**config.mk**
```make
export PLATFORM = sky130hd
export DESIGN_NAME = fp_align_stage
export DESIGN_NICKNAME = d
export VERILOG_FILES = /design/src/rtl/fp_align_stage_pkg.sv /design/src/rtl/fp_sticky_shift.sv /design/src/rtl/fp_align_stage.sv
export SDC_FILE = /design/constraint.sdc
export NUM_CORES = 1
export LEC_CHECK = 0
export ABC_AREA = 1
export BUFFER_PORTS_ARGS = -buffer_cell sky130_fd_sc_hd__buf_2
export CORE_ASPECT_RATIO = 0.6
export CORE_UTILIZATION = 50
export CTS_BUF_LIST = sky130_fd_sc_hd__clkbuf_8 sky130_fd_sc_hd__clkbuf_16
export DETAILED_ROUTE_END_ITERATION = 12
export PLACE_DENSITY = 0.73
export SYNTH_ARGS = -nofsm -noshare
export SYNTH_HDL_FRONTEND = slang
export SYNTH_SLANG_ARGS = --single-unit
```
**constraint.sdc**
```tcl
create_clock -name clk -period 13.4 [get_ports clk]
set_input_delay 2.68 -clock clk [delete_from_list [all_inputs] [get_ports clk]]
set_output_delay 2.68 -clock clk [all_outputs]
set_load 0.005 [all_outputs]
```
**src/rtl/fp_align_stage_pkg.sv**
```systemverilog
// Shared definitions for the floating-point add/sub datapath: field widths,
// the far-alignment limit and the aligned-operand bundle handed to the adder.
package fp_align_stage_pkg;

   localparam int EXP_W     = 8;
   localparam int MANT_W    = 24;
   localparam int SHIFT_W   = 5;
   localparam int FAR_LIMIT = 24;

   typedef struct packed {
      logic [EXP_W-1:0]  exp;
      logic [MANT_W-1:0] mant_big;
      logic [MANT_W-1:0] mant_small;
      logic [2:0]        grs;
      logic              swapped;
   } align_bundle_t;

   // The comparator zeroes its shift count once the gap reaches the significand
   // width, so the far case has to be rediscovered from the exponents themselves.
   function automatic logic is_far(input logic [EXP_W-1:0] exp_big,
                                   input logic [EXP_W-1:0] exp_small);
      logic [EXP_W:0] diff;
      diff = {1'b0, exp_big} - {1'b0, exp_small};
      return diff >= (EXP_W + 1)'(FAR_LIMIT);
   endfunction

endpackage

```
**src/rtl/fp_sticky_shift.sv**
```systemverilog
// Combinational right shifter for the smaller significand that also collects
// the guard, round and sticky bits lost off the bottom.
module fp_sticky_shift #(
   parameter int MANT_W  = 24,
   parameter int SHIFT_W = 5
) (
   input  logic [MANT_W-1:0]  mant_in,
   input  logic [SHIFT_W-1:0] shift,
   input  logic               far,
   output logic [MANT_W-1:0]  shifted,
   output logic [2:0]         grs
);

   localparam int PAD_W = 1 << SHIFT_W;
   localparam int EXT_W = MANT_W + PAD_W;

   logic [EXT_W-1:0] ext;

   // Padding by the full shift range keeps every bit that falls off the
   // significand inside the extension, so sticky never loses a set bit.
   always_comb begin
      ext     = {mant_in, {PAD_W{1'b0}}} >> shift;
      shifted = ext[EXT_W-1:PAD_W];
      grs     = {ext[PAD_W-1], ext[PAD_W-2], |ext[PAD_W-3:0]};
      if (far) begin
         shifted = '0;
         grs     = {2'b00, |mant_in};
      end
   end

endmodule

```
**src/rtl/fp_align_stage.sv**
```systemverilog
// Two-stage mantissa alignment: stage 1 orders the operands by exponent,
// stage 2 shifts the smaller significand and produces guard/round/sticky.
module fp_align_stage #(
   parameter int MANT_W  = fp_align_stage_pkg::MANT_W,
   parameter int SHIFT_W = fp_align_stage_pkg::SHIFT_W
) (
   input  logic                                clk,
   input  logic                                rst,
   input  logic                                in_valid,
   output logic                                in_ready,
   input  logic [fp_align_stage_pkg::EXP_W-1:0] exp_a,
   input  logic [fp_align_stage_pkg::EXP_W-1:0] exp_b,
   input  logic [MANT_W-1:0]                   mant_a,
   input  logic [MANT_W-1:0]                   mant_b,
   input  logic [SHIFT_W-1:0]                  numbershift,
   input  logic                                sign,
   output logic                                out_valid,
   input  logic                                out_ready,
   output logic [fp_align_stage_pkg::EXP_W-1:0] exp_out,
   output logic [MANT_W-1:0]                   mant_big,
   output logic [MANT_W-1:0]                   mant_small,
   output logic [2:0]                          grs,
   output logic                                swapped
);

   import fp_align_stage_pkg::*;

   logic                s1_valid;
   logic [EXP_W-1:0]    s1_exp;
   logic [MANT_W-1:0]   s1_big;
   logic [MANT_W-1:0]   s1_small;
   logic [SHIFT_W-1:0]  s1_shift;
   logic                s1_far;
   logic                s1_swapped;

   logic                s1_advance;
   logic                accept;

   logic [EXP_W-1:0]    sel_exp_big;
   logic [EXP_W-1:0]    sel_exp_small;
   logic [MANT_W-1:0]   sel_big;
   logic [MANT_W-1:0]   sel_small;

   logic [MANT_W-1:0]   sh_mant;
   logic [2:0]          sh_grs;

   // Stage 2 frees up when empty or draining; in_ready never looks at in_valid.
   assign s1_advance = ~out_valid | out_ready;
   assign in_ready   = ~rst & (~s1_valid | s1_advance);
   assign accept     = in_valid & in_ready;

   always_comb begin
      sel_exp_big   = exp_a;
      sel_exp_small = exp_b;
      sel_big       = mant_a;
      sel_small     = mant_b;
      if (sign) begin
         sel_exp_big   = exp_b;
         sel_exp_small = exp_a;
         sel_big       = mant_b;
         sel_small     = mant_a;
      end
   end

   always_ff @(posedge clk or posedge rst) begin
      if (rst) begin
         s1_valid   <= 1'b0;
         s1_exp     <= '0;
         s1_big     <= '0;
         s1_small   <= '0;
         s1_shift   <= '0;
         s1_far     <= 1'b0;
         s1_swapped <= 1'b0;
      end else begin
         if (in_ready) begin
            s1_valid <= in_valid;
         end
         if (accept) begin
            s1_exp     <= sel_exp_big;
            s1_big     <= sel_big;
            s1_small   <= sel_small;
            s1_shift   <= numbershift;
            s1_far     <= is_far(sel_exp_big, sel_exp_small);
            s1_swapped <= sign;
         end
      end
   end

   fp_sticky_shift #(
      .MANT_W  (MANT_W),
      .SHIFT_W (SHIFT_W)
   ) u_sticky_shift (
      .mant_in (s1_small),
      .shift   (s1_shift),
      .far     (s1_far),
      .shifted (sh_mant),
      .grs     (sh_grs)
   );

   // Output registers only change on a transfer, which keeps them frozen
   // for the whole of a downstream stall.
   always_ff @(posedge clk or posedge rst) begin
      if (rst) begin
         out_valid  <= 1'b0;
         exp_out    <= '0;
         mant_big   <= '0;
         mant_small <= '0;
         grs        <= '0;
         swapped    <= 1'b0;
      end else if (s1_advance) begin
         out_valid <= s1_valid;
         if (s1_valid) begin
            exp_out    <= s1_exp;
            mant_big   <= s1_big;
            mant_small <= sh_mant;
            grs        <= sh_grs;
            swapped    <= s1_swapped;
         end
      end
   end

endmodule

```
==> impl_metrics.json <==
{
  "outcome": "complete, no violations",
  "dp_hpwl_mm": 13.0,
  "drive_above_1_share": 0.195,
  "clock-skew-final_ps": 9.02,
  "synth_cell_types": 35,
  "synth_area_leaders": "dfrtp_1 (45%), nand2_1 (17%), o21ai_0 (10%)",
  "numClockSinks": 125,
  "worstMarginPinSlew_ps": 950,
  "vias_per_cell": 5.42,
  "muxShareOfSynthArea": 0,
  "r2r_slack_ps": 10540,
  "cts_resized": 0,
  "drc": 0,
  "grt_use_total": 0.273,
  "start_util": 0.527,
  "syn_to_final_growth_pct": 18.1,
  "drv_slew": 0,
  "synth_fa_ha_area_frac": 0.0173,
  "grt_pass1_vias": 6103,
  "hold_viol": 0,
  "required_ps": 10720,
  "synthSimpleGateAreaFrac": 0.269,
  "core-area_um2": 13200,
  "grt_pass1_wl_mm": 30.6,
  "dpl.cell_count": 1197,
  "post_cts_buffers": 0,
  "detail_route.first_pass.iterations": 6,
  "final_util": 0.622,
  "arrival_ps": 3570,
  "synth_top_area_cell": "dfrtp_1",
  "die_y_um": 93.4,
  "cp_max_fo": 50,
  "io_buffers": 135,
  "fin_crit_sh": 0.466,
  "ir_worst_vdd_mv": 0.0942,
  "avgRoutedWirePerCell_um": 15.1,
  "globalRouteOverflowTotal": 0,
  "slew_headroom": 0.367,
  "finalCriticalPeriod_ps": 6250,
  "ctsHoldBuffers": 0,
  "num_io_pins": 136,
  "worst-setup-path-type": "input pin to output pin",
  "synth-compound-area-share": 0.173,
  "start_kind": "input pin",
  "synth_xor_area_frac": 0,
  "numCtsBuffers": 17,
  "rows": 32,
  "grt_max_degree": 93,
  "max_freq_mhz": 160,
  "cts.clk_slew.worst_paths_ps": 60,
  "clock_latency_ps": 430,
  "worstSetupEndpointType": "output pin",
  "design_power_total_w": 0.00135,
  "n_antenna_cell": 0,
  "cts_tree": "yes",
  "whs_ps": 478,
  "p_per_area_nw_per_um2": 164,
  "routed_wl_mm": 18.5,
  "synth_nets": 1025,
  "max_cap_viol_count": 0,
  "netlist_area_um2": 6960,
  "hold_path_class": "register to register",
  "synth_seq_area_share": 0.449,
  "h-tree-depth": 4,
  "setup-violations-final": 0,
  "syn_inst": 942,
  "cts_root_buf": "clkbuf_16",
  "synth_top_family_by_area": "simple AND/OR/NAND/NOR gates",
  "fin_nets": 1129,
  "ys_seq_elements": 125,
  "synth_top_area_frac": 0.449,
  "clk_path_buf_depth": 2,
  "finalSetupTns_ps": 0,
  "power_leakage_nw": 4.26,
  "synth_enable_flop_cells": 0,
  "antenna_found_initial": 0,
  "final_antenna_net_count": 0,
  "via_count": 6662,
  "async_reset_ff_frac": 1.00,
  "ys.flop_type": "dfrtp_1",
  "dr.first_iter.drc_count": 645,
  "avgSynthCellArea_um2": 7.39,
  "die_width_um": 154,
  "die-area_um2": 14400,
  "fin_cells": 1229,
  "yosys_warnings": 0,
  "gp_congestion": 0.983,
  "rsz0062_at_grt": "false"
}
[synthesized netlist by cell type, types with 6 or more instances]
library cell,count
o221ai_1,7
dfrtp_1,125
nor2_1,20
nand2_2,14
ha_1,8
nand3_1,83
nand2_1,310
clkbuf_1,37
buf_2,10
o211ai_1,42
inv_1,87
o21ai_0,140
inv_2,6
[metrics by stage]
stage          setup slack, ps  instance area [um^2]
4_1_cts                   7110                  8220
6_report                  7150                  8220
3_3_place_gp              7110                  7640
3_5_place_dp              7110                  7640
2_1_floorplan             5140                  6960
5_1_grt                   6970                  8220
[metal layers]
metal / share of wire / GRT usage
met1: 0.50 / 0.411
met2: 0.41 / 0.398
met3: 0.082 / 0.0487
met4: 0.011 / 0.0776
met5: 0 / 0
[sequential cells by signal, indices dropped and copies added, names as in the netlist, 3 cells and up]
register	cells
s1_exp	8
s1_shift	5
s1_small	24
mant_small	24
grs	3
exp_out	8
s1_big	24
mant_big	24
[power by group]
part           switching (W)  internal, W
Sequential         0.0000599     0.000457
Clock               0.000188     0.000269
Combinational       0.000243     0.000135
[cell families (layout without fill, tap and decap cells)]
| group | after synthesis | after routing |
|---|---|---|
| compound gates | 208 | 208 |
| fa+ha+maj | 9 | 9 |
| buf+inv | 155 | 272 |
| flops | 125 | 125 |
| simple gates | 445 | 445 |
[cell usage in the layout, fill, tap and decap left out, types with 2 or more instances in the layout]
| master | synthesis | final |
|---|---|---|
| clkbuf_16 | 0 | 17 |
| nand2_2 | 14 | 14 |
| inv_1 | 87 | 86 |
| buf_2 | 10 | 135 |
| o221ai_1 | 7 | 7 |
| inv_4 | 2 | 3 |
| buf_4 | 3 | 7 |
| a21oi_1 | 5 | 5 |
| inv_6 | 0 | 5 |
| dfrtp_1 | 125 | 125 |
| clkinvlp_4 | 0 | 4 |
| ha_1 | 8 | 8 |
| or2_2 | 2 | 2 |
| o21ai_1 | 4 | 4 |
| nor4_1 | 3 | 3 |
| nor2_1 | 20 | 20 |
| nor2_2 | 2 | 2 |
| inv_2 | 6 | 6 |
| clkinv_1 | 3 | 3 |
| nand4_1 | 4 | 4 |
| nand2_1 | 310 | 310 |
| o21ai_0 | 140 | 140 |
| a22o_1 | 5 | 5 |
| clkbuf_8 | 0 | 2 |
| nand3_2 | 4 | 4 |
| o211ai_1 | 42 | 42 |
| nand3_1 | 83 | 83 |
[layout make-up]
| type | instances | area [um^2] |
|---|---|---|
| tap | 170 | 213 |
| clock buffer | 19 | 453 |
| timing repair buffer | 142 | 728 |
| inverter | 98 | 375 |
| clock inverter | 13 | 129 |
| multi-input combinational | 662 | 3190 |
| fill | 1232 | 4990 |
| sequential | 125 | 3130 |
[critical path, cell delays in order]
cell     delay, ps
buf_2          110
inv_4          450
nand2_1        110
inv_1           90
buf_2          110
[final timing paths]
| check | from | end | cells after the start |
|---|---|---|---|
| max in group asynchronous | rst | s1_shift[2]$_DFFE_PP0P_ | 3 |
| max reg2reg | s1_shift[3]$_DFFE_PP0P_ | grs[0]$_DFFE_PP0P_ | 9 |
| min | mant_big[6]$_DFFE_PP0P_ | mant_big[6]$_DFFE_PP0P_ | 2 |
| min reg2reg | mant_big[6]$_DFFE_PP0P_ | mant_big[6]$_DFFE_PP0P_ | 2 |
| max | rst | in_ready | 5 |
| min in group asynchronous | rst | mant_big[7]$_DFFE_PP0P_ | 2 |
No activity file was read; power rests on OpenSTA's default activity.
